===== src/rtl/accum_pkg.sv =====
// Shared definitions for the accumulate stage: FSM encodings and width helpers.
// The upstream register stage sizes itself with the same clog2.
package accum_pkg;

   typedef enum logic [1:0] {
      ST_IDLE = 2'd0,
      ST_ACC  = 2'd1,
      ST_HOLD = 2'd2
   } state_t;

   function automatic int clog2(input int v);
      int r;
      r = 0;
      while ((1 << r) < v) r++;
      return r;
   endfunction

   function automatic int cnt_width(input int cnt);
      return (clog2(cnt) < 1) ? 1 : clog2(cnt);
   endfunction

   // At least one guard bit so CNT=1 still yields a width above N.
   function automatic int sum_width(input int n, input int cnt);
      return n + cnt_width(cnt);
   endfunction

endpackage


===== src/rtl/burst_counter.sv =====
// Counts accepted samples within a burst; last flags the final sample slot.
module burst_counter #(
   parameter int CW  = 2,
   parameter int CNT = 4
) (
   input  logic clk,
   input  logic clr_n,
   input  logic clear,
   input  logic inc,
   output logic last
);

   localparam logic [CW-1:0] LAST_IDX = CW'(CNT - 1);

   logic [CW-1:0] r_count;

   always_ff @(posedge clk) begin
      if (!clr_n) begin
         r_count <= '0;
      end else if (clear || (inc && last)) begin
         r_count <= '0;
      end else if (inc) begin
         r_count <= r_count + CW'(1);
      end
   end

   assign last = (r_count == LAST_IDX);

endmodule


===== src/rtl/accum_stage.sv =====
// Accumulates bursts of CNT samples from the upstream register stage and
// presents the widened total through a valid/ready handshake.
module accum_stage
   import accum_pkg::*;
#(
   parameter  int N   = 4,
   parameter  int CNT = 4,
   localparam int CW  = cnt_width(CNT),
   localparam int SW  = sum_width(N, CNT)
) (
   input  logic          clk,
   input  logic          clr_n,
   input  logic          start,
   input  logic          in_valid,
   input  logic [N-1:0]  q_in,
   output logic          in_ready,
   output logic          busy,
   output logic [SW-1:0] sum,
   output logic          out_valid,
   input  logic          out_ready
);

   state_t        r_state;
   state_t        w_next;
   logic [SW-1:0] r_acc;
   logic [SW-1:0] r_sum;
   logic          r_out_valid;

   logic          w_take;
   logic          w_hs;
   logic          w_clear;
   logic          w_last;
   logic [SW-1:0] w_acc_nxt;

   assign w_take    = in_valid && (r_state == ST_ACC);
   assign w_hs      = r_out_valid && out_ready;
   assign w_acc_nxt = r_acc + SW'(q_in);

   burst_counter #(
      .CW  (CW),
      .CNT (CNT)
   ) u_cnt (
      .clk   (clk),
      .clr_n (clr_n),
      .clear (w_clear),
      .inc   (w_take),
      .last  (w_last)
   );

   always_comb begin
      w_next  = r_state;
      w_clear = 1'b0;
      case (r_state)
         ST_IDLE: begin
            if (start) begin
               w_next  = ST_ACC;
               w_clear = 1'b1;
            end
         end
         ST_ACC: begin
            if (w_take && w_last) w_next = ST_HOLD;
         end
         ST_HOLD: begin
            // A handshake with start held restarts without an idle gap.
            if (w_hs) begin
               if (start) begin
                  w_next  = ST_ACC;
                  w_clear = 1'b1;
               end else begin
                  w_next  = ST_IDLE;
               end
            end
         end
         default: w_next = ST_IDLE;
      endcase
   end

   always_ff @(posedge clk) begin
      if (!clr_n) begin
         r_state     <= ST_IDLE;
         r_acc       <= '0;
         r_sum       <= '0;
         r_out_valid <= 1'b0;
      end else begin
         r_state <= w_next;
         if (w_take) begin
            if (w_last) begin
               r_sum       <= w_acc_nxt;
               r_out_valid <= 1'b1;
               r_acc       <= '0;
            end else begin
               r_acc <= w_acc_nxt;
            end
         end
         if (w_hs)    r_out_valid <= 1'b0;
         if (w_clear) r_acc       <= '0;
      end
   end

   assign in_ready  = (r_state == ST_ACC);
   assign busy      = (r_state == ST_ACC) || (r_state == ST_HOLD);
   assign sum       = r_sum;
   assign out_valid = r_out_valid;

endmodule


===== config.mk =====
export PLATFORM = sky130hd
export DESIGN_NAME = accum_stage
export DESIGN_NICKNAME = d
export VERILOG_FILES = /design/src/rtl/accum_pkg.sv /design/src/rtl/burst_counter.sv /design/src/rtl/accum_stage.sv
export SDC_FILE = /design/constraint.sdc
export NUM_CORES = 1
export LEC_CHECK = 0
export CAP_MARGIN = 20
export CORE_MARGIN = 2
export CORE_UTILIZATION = 50
export CTS_CLUSTER_DIAMETER = 50
export CTS_CLUSTER_SIZE = 25
export DETAILED_ROUTE_END_ITERATION = 16
export PLACE_DENSITY_LB_ADDON = 0.08
export SYNTH_ARGS = -nofsm -noshare
export SYNTH_HDL_FRONTEND = slang
export SYNTH_SLANG_ARGS = --single-unit

===== constraint.sdc =====
create_clock -name clk -period 2.3 [get_ports clk]
set_clock_uncertainty 0.05 [all_clocks]
set_input_delay 0.345 -clock clk [delete_from_list [all_inputs] [get_ports clk]]
set_output_delay 0.345 -clock clk [all_outputs]
set_load 0.02 [all_outputs]

## After elaboration in Yosys (flattened, before gate mapping)

Cells that the tools add are included.

- Register bits: 17
- Input bits: 9
- Output and inout bits: 9
- Word-level logic and storage cells: 34

- Add/subtract/negate cells: 2
- Eq/ne operators: 6
- Mux-type cells: 9
- Bitwise gates (word level): 1
- Reductions and logical operators: 11

Operators by type and width:

| kind | number |
|---|---|
| 6-bit by 4-bit adder with 6-bit output | 1 |
| 2-bit 2-to-1 mux | 3 |
| 6-bit 2-to-1 mux | 1 |
| 2-bit case mux with 3 select lines | 1 |
| 2-bit OR reduction | 3 |
| 2-bit == test (second input constant) | 2 |
| 2-bit inequality test (second input constant) | 2 |
| 1-bit logical AND | 3 |
| 1-bit 2-to-1 mux | 3 |
| 3-bit AND reduction | 1 |
| 2-bit by 1-bit adder with 2-bit output (second input constant) | 1 |
| 2-bit by 1-bit == test with 1-bit output (second input constant) | 1 |
| 2-bit logical NOT | 1 |
| 1-bit logical OR | 2 |
| 2-bit by 1-bit inequality test with 1-bit output (second input constant) | 1 |
| 1-bit case mux with 2 select lines | 1 |
| 2-bit AND reduction | 1 |
| 1-bit inverter | 1 |

## Logic depth before layout (Yosys ltp)

Gate-level depths: netlist of run 1.

- Depth in word-level cells: 5
- Depth in mapped cells: 7

## Modules after synthesis

A second synthesis of run 1 with hierarchy kept.

- Cell total of the unflattened synthesis: 115
- Area total of the unflattened synthesis: 1011.0 um2

Modules (own cells, without submodules):

| module | times used | cells an instance | area an instance (um2) | seq. area each (um2) |
|---|---|---|---|---|
| accum_stage | 1 | 105 | 909.6 | 300.3 |
| burst_counter | 1 | 10 | 101.3 | 40.0 |

## Worst setup path before layout of run 1

No wires, ideal clock.

- Path kind: register -> register
- Start: reg r_state[1]
- End: reg r_state[0]
- Arrival: 1544 ps
- Required time: 2134 ps
- Slack: 590 ps
- Stages on the path, launching flop included: 7
- Buffers on the path: 0
- Clock period less this slack: 1710 ps
- Cell sequence: dfxtp_1 inv_1 ha_1 nand3_2 a221oi_1 mux2i_1 nor2b_1

- Cells in the longest elaborated chain, start to end: 5

Ends and longest elaborated chain:

| element | line | RTL |
|---|---|---|
| from (decl) | accum_stage.sv:23 | `state_t r_state;` |
| from (signal assigned) | accum_stage.sv:85 | `r_state <= w_next;` |
| 2-bit by 1-bit == test with 1-bit output * | - |  |
| via in_ready | accum_stage.sv:16 | `output logic in_ready,` |
| 1-bit logical AND | accum_stage.sv:35 | `assign w_take = in_valid && (r_state == ST_ACC);` |
| 1-bit logical AND | accum_stage.sv:61 | `if (w_take && w_last) w_next = ST_HOLD;` |
| 2-bit by 1-bit inequality test with 1-bit output (no line) | - |  |
| 3-bit AND reduction (no line) | - |  |

The timed path passes the listed nets; every way through them passes the cells marked *.
A chain may end at the register's enable or synchronous reset.

## Final worst setup path of run 1

- Start: reg r_state[1]
- End: out in_ready

- Cells in the longest elaborated chain, start to end: 1

Ends and longest elaborated chain:

| element | line | RTL |
|---|---|---|
| 2-bit by 1-bit == test with 1-bit output | accum_stage.sv:100 | `assign in_ready = (r_state == ST_ACC);` |
| to (decl) | accum_stage.sv:16 |  |

No other way between the ends.

==> results of run 1 <==
==> where the power goes <==
| part | internal (uW) | leakage, uW | total [uW] | switching, uW |
|---|---|---|---|---|
| logic | 60.7 | 0.000338 | 126 | 65.7 |
| clock network | 64.9 | 0.0000177 | 167 | 102 |
| registers | 302 | 0.000137 | 307 | 5.94 |
==> cell families after synthesis <==
kind of cell | count (synthesis) | share of synthesized area
xor+xnor | 2 | 0.0184
simple gates | 44 | 0.257
mux | 3 | 0.0316
buf+inv | 7 | 0.0277
fa+ha+maj | 10 | 0.140
compound gates | 25 | 0.167
flops | 17 | 0.358
==> worst max-delay path: stages, from the launching register on <==
cell and delay [ps]:
sky130_fd_sc_hd__dfxtp_1 350, sky130_fd_sc_hd__inv_1 80, sky130_fd_sc_hd__ha_1 260, sky130_fd_sc_hd__clkdlybuf4s50_1 640
==> sequential cells by signal, summed over array words and instances, names as in the netlist <==
register,cells
r_acc,6
sum,6
r_state,2
u_cnt.r_count,2
out_valid,1
==> how the worst max path moves through the flow <==
stage / start / to / cells past startpoint
6_report: r_state[1] / in_ready / 3
5_1_grt: r_state[1] / in_ready / 3
4_1_cts: r_state[1] / in_ready / 3
3_5_place_dp: q_in[0] / r_acc[4] / 7
3_3_place_gp: q_in[0] / r_acc[4] / 7
2_1_floorplan: r_state[1] / r_state[0] / 6
==> metrics by stage <==
step | hold slack [ps] | util | instance area [um^2] | power, uW
floorplan | 390 | - | 950 | 395
global placement | 399 | 0.657 | 1160 | 439
detailed placement | 408 | 0.657 | 1160 | 442
CTS | 423 | 0.672 | 1190 | 603
global route | 456 | 0.672 | 1190 | 627
finish | 418 | 0.672 | 1190 | 601
==> metal layers <==
layer / vias up / GRT usage / part of all wire
met5: - / 0 / 0
met4: 0 / 0.0649 / 0.018
met3: 7 / 0.0340 / 0.053
met2: 24 / 0.322 / 0.47
met1: 387 / 0.233 / 0.46
li1: 433 / - / -
==> cells in the final DEF (no fill, tap or decap), drive strengths merged, types with 4 or more instances in the layout <==
| cell type | count |
|---|---|
| clkdlybuf4s50 | 17 |
| dfxtp | 17 |
| nand2 | 11 |
| a21oi | 10 |
| ha | 9 |
| nor2 | 6 |
| nand3 | 6 |
| nor3b | 4 |
==> area by class of cell <==
class,instances,area [um^2],share of cell area
Clock inverter,1,5.00,0.00422
Tap cell,25,31.3,0.0264
Timing Repair Buffer,20,193,0.162
Clock buffer,3,22.5,0.0190
Inverter,3,11.3,0.00949
Sequential cell,17,340,0.287
Multi-Input combinational cell,84,583,0.492
==> cells in the mapped netlist (all sizes together), types with 2 or more instances <==
master,count,share of area
o21ai,2,0.011
nor2b,3,0.020
dfxtp,17,0.36
nor2,6,0.024
a31oi,3,0.020
and3,2,0.013
nand3b,2,0.016
nand3,6,0.037
a21o,3,0.024
a21oi,10,0.053
nor3,3,0.016
nor3b,4,0.032
clkbuf,4,0.016
or4b,2,0.021
or4,2,0.016
a21boi,2,0.016
mux2i,3,0.032
nand2,11,0.043
nand4,2,0.013
inv,3,0.012
ha,9,0.12
==> results.rst, run 1 <==
.. list-table::
   :header-rows: 1

   * - Metric
     - Value
   * - Run status
     - complete, no violations
   * - Top Ports
     - 18
   * - Post-synthesis net count
     - 127
   * - Number of hold-repair buffers added at the cts stage
     - 0
   * - Std-Cell Rows
     - 15
   * - Total congestion overflow
     - 0
   * - CTS Root Buffer Type
     - sky130_fd_sc_hd__clkbuf_4
   * - Total GRT Usage
     - 0.186
   * - Post-route clock period utilization
     - 0.885
   * - Starting utilization of the core area
     - 0.538
   * - Area of the core region
     - 1760 um^2
   * - TritonCTS clock tree
     - built
   * - Launch instance of the worst register-to-register path
     - r_acc[0]
   * - Total DRC errors in the routed layout
     - 0
   * - Pwr per Cell Area
     - 506 nW/um^2
   * - Worst Max-Slew Pin Slew
     - 630 ps
   * - Arr. time, crit path
     - 1640 ps
   * - Fraction of final layout cells with drive strength greater than 1
     - 0.0625
   * - Largest net degree at the start of global routing
     - 13
   * - #FFs+latches synth
     - 17
   * - Gp weighted congestion
     - 0.788
   * - Placed cell count
     - 149
   * - Final layout net count
     - 148
   * - Maximum Capacitance Violations
     - 0
   * - Worst Hold Depth
     - 2
   * - Initial antenna violation count
     - 0
   * - Required @ worst endpoint
     - 1900 ps
   * - Worst slack at placement
     - 19.8 ps
   * - Width of the die
     - 47.6 um
   * - Post-synthesis to final-layout area growth
     - 24.9%
   * - Sequential cell area fraction in the yosys report
     - 0.358
   * - Distinct cells, synth
     - 32
   * - Slew Viols, Final
     - 0
   * - Antenna violation net count after detailed routing
     - 0
   * - Total wire length
     - 1880 um
   * - Async set-or-reset flop fraction in the synthesized netlist
     - 0
   * - Endpoint of the most critical register-to-register path
     - r_acc[4]
   * - Final-layout setup total negative slack
     - 0 ps
   * - Fin. Hold Viols
     - 0
   * - Worst Setup Path Type
     - register to output pin
   * - Clock tree sinks
     - 17
   * - Startpoint kind of the worst setup timing path
     - register
   * - Diodes inserted
     - 0
   * - Crit. End Element
     - output pin
   * - H-tree level count
     - 1
   * - IR drop worst, VDD
     - 0.000309 V
   * - Synthesized area divided by synthesized cell count
     - 8.79 um^2
   * - WL per Instance
     - 12.3 um
   * - Vias per Instance
     - 5.56
   * - Number of buffers added by the clock tree synthesis step
     - 3
   * - Area of the mapped netlist
     - 950 um^2
   * - Synth Instances
     - 108
   * - Total setup violations reported at the end of the flow
     - 0
   * - Number of flops mapped to enable cells by yosys
     - 0
   * - Fill cell count
     - 167
   * - Iteration-0 DRC Markers
     - 17
   * - Quantity of gates resized following cts
     - 0
   * - Reg-to-reg setup timing slack
     - 470 ps
   * - Port bufs
     - 17
   * - Post-detailed-placement half-perimeter wirelength
     - 1460 um
   * - Minimum clock period
     - 2040 ps
   * - Clock transition time at the flip-flop clock pins of the worst setup and hold paths
     - 110 ps
   * - Class of the tightest hold or removal check
     - register to register
   * - Worst Min Path Start
     - sum[0]
   * - Die boundary height
     - 47.6 um
   * - Setup repair after global routing missed its margin
     - no
   * - Leading register cell type out of synthesis
     - sky130_fd_sc_hd__dfxtp_1
   * - Clock latency at the later pin of the worst-skew pair
     - 300 ps
   * - Maximum buffer depth of the clock tree
     - 2
   * - Die outline area
     - 2260 um^2
   * - Hold Crit Endpoint
     - sum[0]
   * - Setup fix buffers added after clock tree synthesis
     - 0
   * - Path depth of the worst reg2reg path
     - 6
   * - Global-route wire length before repair
     - 2980 um
   * - Leakage power summed over all cells
     - 0.000493 uW
   * - Final setup slack of the worst path
     - 264 ps
   * - Number of detailed-routing iterations run before antenna repair
     - 4
   * - Warning count from the yosys run
     - 0
   * - Slew Limit Headroom
     - 0.577
   * - Via count of the first global-routing pass
     - 734
   * - Via count
     - 851
   * - Crit-path max FO
     - 6
   * - Highest Clock Rate
     - 0.491 GHz
   * - Final Non-Filler Cells
     - 153
(Power assumes the default switching activity.)
==> inputs of run 2 (changes only) <==
--- a/config.mk
+++ b/config.mk
@@ -5,13 +5,13 @@
 export SDC_FILE = /design/constraint.sdc
 export NUM_CORES = 1
 export LEC_CHECK = 0
-export CAP_MARGIN = 20
+export CAP_MARGIN = 15
 export CORE_MARGIN = 2
 export CORE_UTILIZATION = 50
-export CTS_CLUSTER_DIAMETER = 50
 export CTS_CLUSTER_SIZE = 25
 export DETAILED_ROUTE_END_ITERATION = 16
 export PLACE_DENSITY_LB_ADDON = 0.08
+export SKIP_LAST_GASP = 1
 export SYNTH_ARGS = -nofsm -noshare
 export SYNTH_HDL_FRONTEND = slang
 export SYNTH_SLANG_ARGS = --single-unit
==> results of run 2 <==
No change in the layout: final DEF, timing and power equal those of run 1.
==> inputs of run 3 (changes only) <==
--- a/config.mk
+++ b/config.mk
@@ -7,7 +7,7 @@
 export LEC_CHECK = 0
 export CAP_MARGIN = 15
 export CORE_MARGIN = 2
-export CORE_UTILIZATION = 50
+export CORE_UTILIZATION = 54
 export CTS_CLUSTER_SIZE = 25
 export DETAILED_ROUTE_END_ITERATION = 16
 export PLACE_DENSITY_LB_ADDON = 0.08
==> constraint.sdc (replaced) <==
create_clock -name clk -period 2.5 [get_ports clk]
set_clock_uncertainty 0.05 [all_clocks]
set_input_delay 0.5 -clock clk [delete_from_list [all_inputs] [get_ports clk]]
set_output_delay 0.5 -clock clk [all_outputs]
set_load 0.02 [all_outputs]
==> run 3 against run 2 <==
  * Register-to-register slack gained 110 ps
  * Routed wire length is 3.1% higher
  * Hold slack improved by 0.92 ps
  * Power is 10% lower
  * Sequential power down 7.8%
  * Sequential share of layout area is 0.65 points higher
  * Clock power shrank 16%
  * Count of clock-buffer cells in the layout increased by 1
  * Critical path type unchanged
==> results.rst, run 3 (synthesized netlist as in run 1, its figures left out) <==
.. list-table::
   :header-rows: 1

   * - Metric
     - Value
   * - Via count
     - 852 (+0.12%)
   * - Setup fix buffers added after clock tree synthesis
     - 0 (unchanged)
   * - Endpoint of the most critical register-to-register path
     - r_state[0]
   * - Number of buffers added by the clock tree synthesis step
     - 3 (unchanged)
   * - Highest-count cells in the layout ignoring fill and taps
     - 17 x sky130_fd_sc_hd__clkdlybuf4s50_1, 17 x sky130_fd_sc_hd__dfxtp_1, 11 x sky130_fd_sc_hd__nand2_1
   * - Startpoint kind of the worst setup timing path
     - register
   * - Class of the tightest hold or removal check
     - register to register
   * - Total wire length
     - 1940 um (+3.1%)
   * - Global-route wire length before repair
     - 3010 um (+0.94%)
   * - Worst Max-Slew Pin Slew
     - 620 ps (-10.5 ps)
   * - Arr. time, crit path
     - 1630 ps (about the same)
   * - Port bufs
     - 17 (unchanged)
   * - CTS Root Buffer Type
     - sky130_fd_sc_hd__clkbuf_4
   * - TritonCTS clock tree
     - built
   * - Post-detailed-placement half-perimeter wirelength
     - 1510 um (+2.9%)
   * - Starting utilization of the core area
     - 0.562 (+0.0239)
   * - Reg-to-reg setup timing slack
     - 580 ps (+110 ps)
   * - Largest net degree at the start of global routing
     - 16 (+3)
   * - Top Ports
     - 18 (unchanged)
   * - Required @ worst endpoint
     - 1950 ps (+50 ps)
   * - Leakage power summed over all cells
     - 0.000480 uW (-2.6%)
   * - Number of buffer and inverter stages on the critical path
     - 2 (unchanged)
   * - Minimum clock period
     - 2180 ps
   * - Path depth of the worst reg2reg path
     - 5 (-1)
   * - Die boundary height
     - 45.9 um (-3.5%)
   * - Hold Slack
     - 419 ps (+0.921 ps)
   * - Slew Limit Headroom
     - 0.584 (+0.00708)
   * - Number of hold-repair buffers added at the cts stage
     - 0 (unchanged)
   * - Launch instance of the worst register-to-register path
     - u_cnt.r_count[0]
   * - Final-layout setup total negative slack
     - 0 ps (unchanged)
   * - Highest Clock Rate
     - 0.458 GHz
   * - Std-Cell Rows
     - 15 (unchanged)
   * - Crit. End Element
     - output pin
   * - Antenna violation net count after detailed routing
     - 0 (unchanged)
   * - Post-route clock period utilization
     - 0.874
   * - Post-route cell area
     - 1160 um^2 (-2.2%)
   * - Post-synthesis to final-layout area growth
     - 22.1%
   * - Via count of the first global-routing pass
     - 751 (+2.3%)
   * - Total setup violations reported at the end of the flow
     - 0 (unchanged)
   * - Maximum buffer depth of the clock tree
     - 2 (unchanged)
   * - Maximum Capacitance Violations
     - 0 (unchanged)
   * - Crit-path max FO
     - 6 (unchanged)
   * - Final layout net count
     - 146 (-1.4%)
   * - Iteration-0 DRC Markers
     - 20 (+3)
   * - Fraction of final layout cells with drive strength greater than 1
     - 0.0397 (-0.0228)
   * - Largest stage delay on the critical path
     - 640 ps (about the same)
   * - H-tree level count
     - 1 (unchanged)
   * - Kind of cell with the highest combined delay on the critical path
     - buffers and inverters
   * - Total GRT Usage
     - 0.203 (+0.0169)
   * - Depth of the critical timing path with buffers and inverters included
     - 3 (unchanged)
   * - Clock latency at the later pin of the worst-skew pair
     - 290 ps (about the same)
   * - Total DRC errors in the routed layout
     - 0 (unchanged)
   * - Diodes inserted
     - 0 (unchanged)
   * - Quantity of gates resized following cts
     - 0 (unchanged)
   * - Vias per Instance
     - 5.96 (+7.1%)
   * - WL per Instance
     - 13.5 um (+10%)
   * - Fin. Hold Viols
     - 0 (unchanged)
   * - Setup repair after global routing missed its margin
     - no
   * - IR drop worst, VDD
     - 0.000302 V (-2.2%)
   * - Width of the die
     - 45.9 um (-3.5%)
   * - Run status
     - complete, no violations
   * - Gp weighted congestion
     - 0.782 (-0.75%)
   * - Die outline area
     - 2110 um^2 (-6.8%)
   * - Number of detailed-routing iterations run before antenna repair
     - 4 (unchanged)
   * - Worst Setup Path Type
     - register to output pin
   * - Total congestion overflow
     - 0 (unchanged)
   * - Master of the slowest instance on the critical path
     - sky130_fd_sc_hd__clkdlybuf4s50_1
   * - Pwr per Cell Area
     - 465 nW/um^2 (-8.1%)
   * - Worst path cell trace
     - inv_1 -> ha_1 -> clkdlybuf4s50_1
   * - Area of the core region
     - 1690 um^2 (-4.3%)
   * - Fin util
     - 0.687 (+0.0143)
   * - Initial antenna violation count
     - 0 (unchanged)
   * - Destination of the critical timing path
     - in_ready
   * - Clock tree sinks
     - 17 (unchanged)
   * - Critical path startpoint
     - r_state[1]
   * - Final setup slack of the worst path
     - 316 ps (+51.3 ps)
   * - Clock transition time at the flip-flop clock pins of the worst setup and hold paths
     - 90 ps (-20 ps)
   * - Slew Viols, Final
     - 0 (unchanged)
   * - Cell area reported after detailed placement
     - 1130 um^2 (-2.2%)
   * - Worst slack at placement
     - 76.8 ps (+57.0 ps)
-- run 3: cell count changes in the layout (fill, tap and decap cells not counted) --
| cell | before | now |
|---|---|---|
| sky130_fd_sc_hd__buf_4 | 3 | 1 |
| sky130_fd_sc_hd__clkinv_2 | 1 | 0 |
| sky130_fd_sc_hd__clkbuf_1 | 0 | 1 |
-- run 3: metal layers --
metal / wire, um / track usage / up-vias
met5: 0 / 0 / -
met4: 14 / 0.0686 / 0
met3: 54 / 0.0714 / 2
met2: 968 / 0.358 / 15
met1: 897 / 0.223 / 400
li1: - / - / 435
-- run 3: how the worst min path moves through the flow --
stage	start	to	slack (ps)	cells after the start
CTS	r_acc[3]	r_acc[3]	420	2
detailed placement	r_acc[3]	r_acc[3]	410	2
finish	r_acc[3]	r_acc[3]	420	2
global placement	r_acc[3]	r_acc[3]	400	2
global route	r_acc[3]	r_acc[3]	440	2
floorplan	r_acc[3]	r_acc[3]	390	2
-- run 3: final cells by class --
cell class | count | area, um^2
Inverter | 3 | 11.3
Fill cell | 132 | 529
Multi-Input combinational cell | 84 | 583
Tap cell | 17 | 21.3
Timing Repair Buffer | 18 | 178
Sequential cell | 17 | 340
Clock buffer | 4 | 26.3
-- run 3: tightest hold or removal path, stage by stage, from the launching register on --
cell and delay (ps):
sky130_fd_sc_hd__dfxtp_1 330, sky130_fd_sc_hd__nand2_1 50, sky130_fd_sc_hd__a21oi_1 50
-- run 3: power breakdown --
group | leakage (uW) | internal (uW) | switching [uW]
logic | 0.000328 | 54.8 | 60.9
registers | 0.000137 | 277 | 5.92
clock network | 0.0000150 | 62.0 | 78.9
-- run 3: metrics by stage --
step	power, uW	std cells
after global routing	573	143
after global placement	401	139
after detailed placement	406	139
final	540	143
after floorplan	363	108
after CTS	548	143
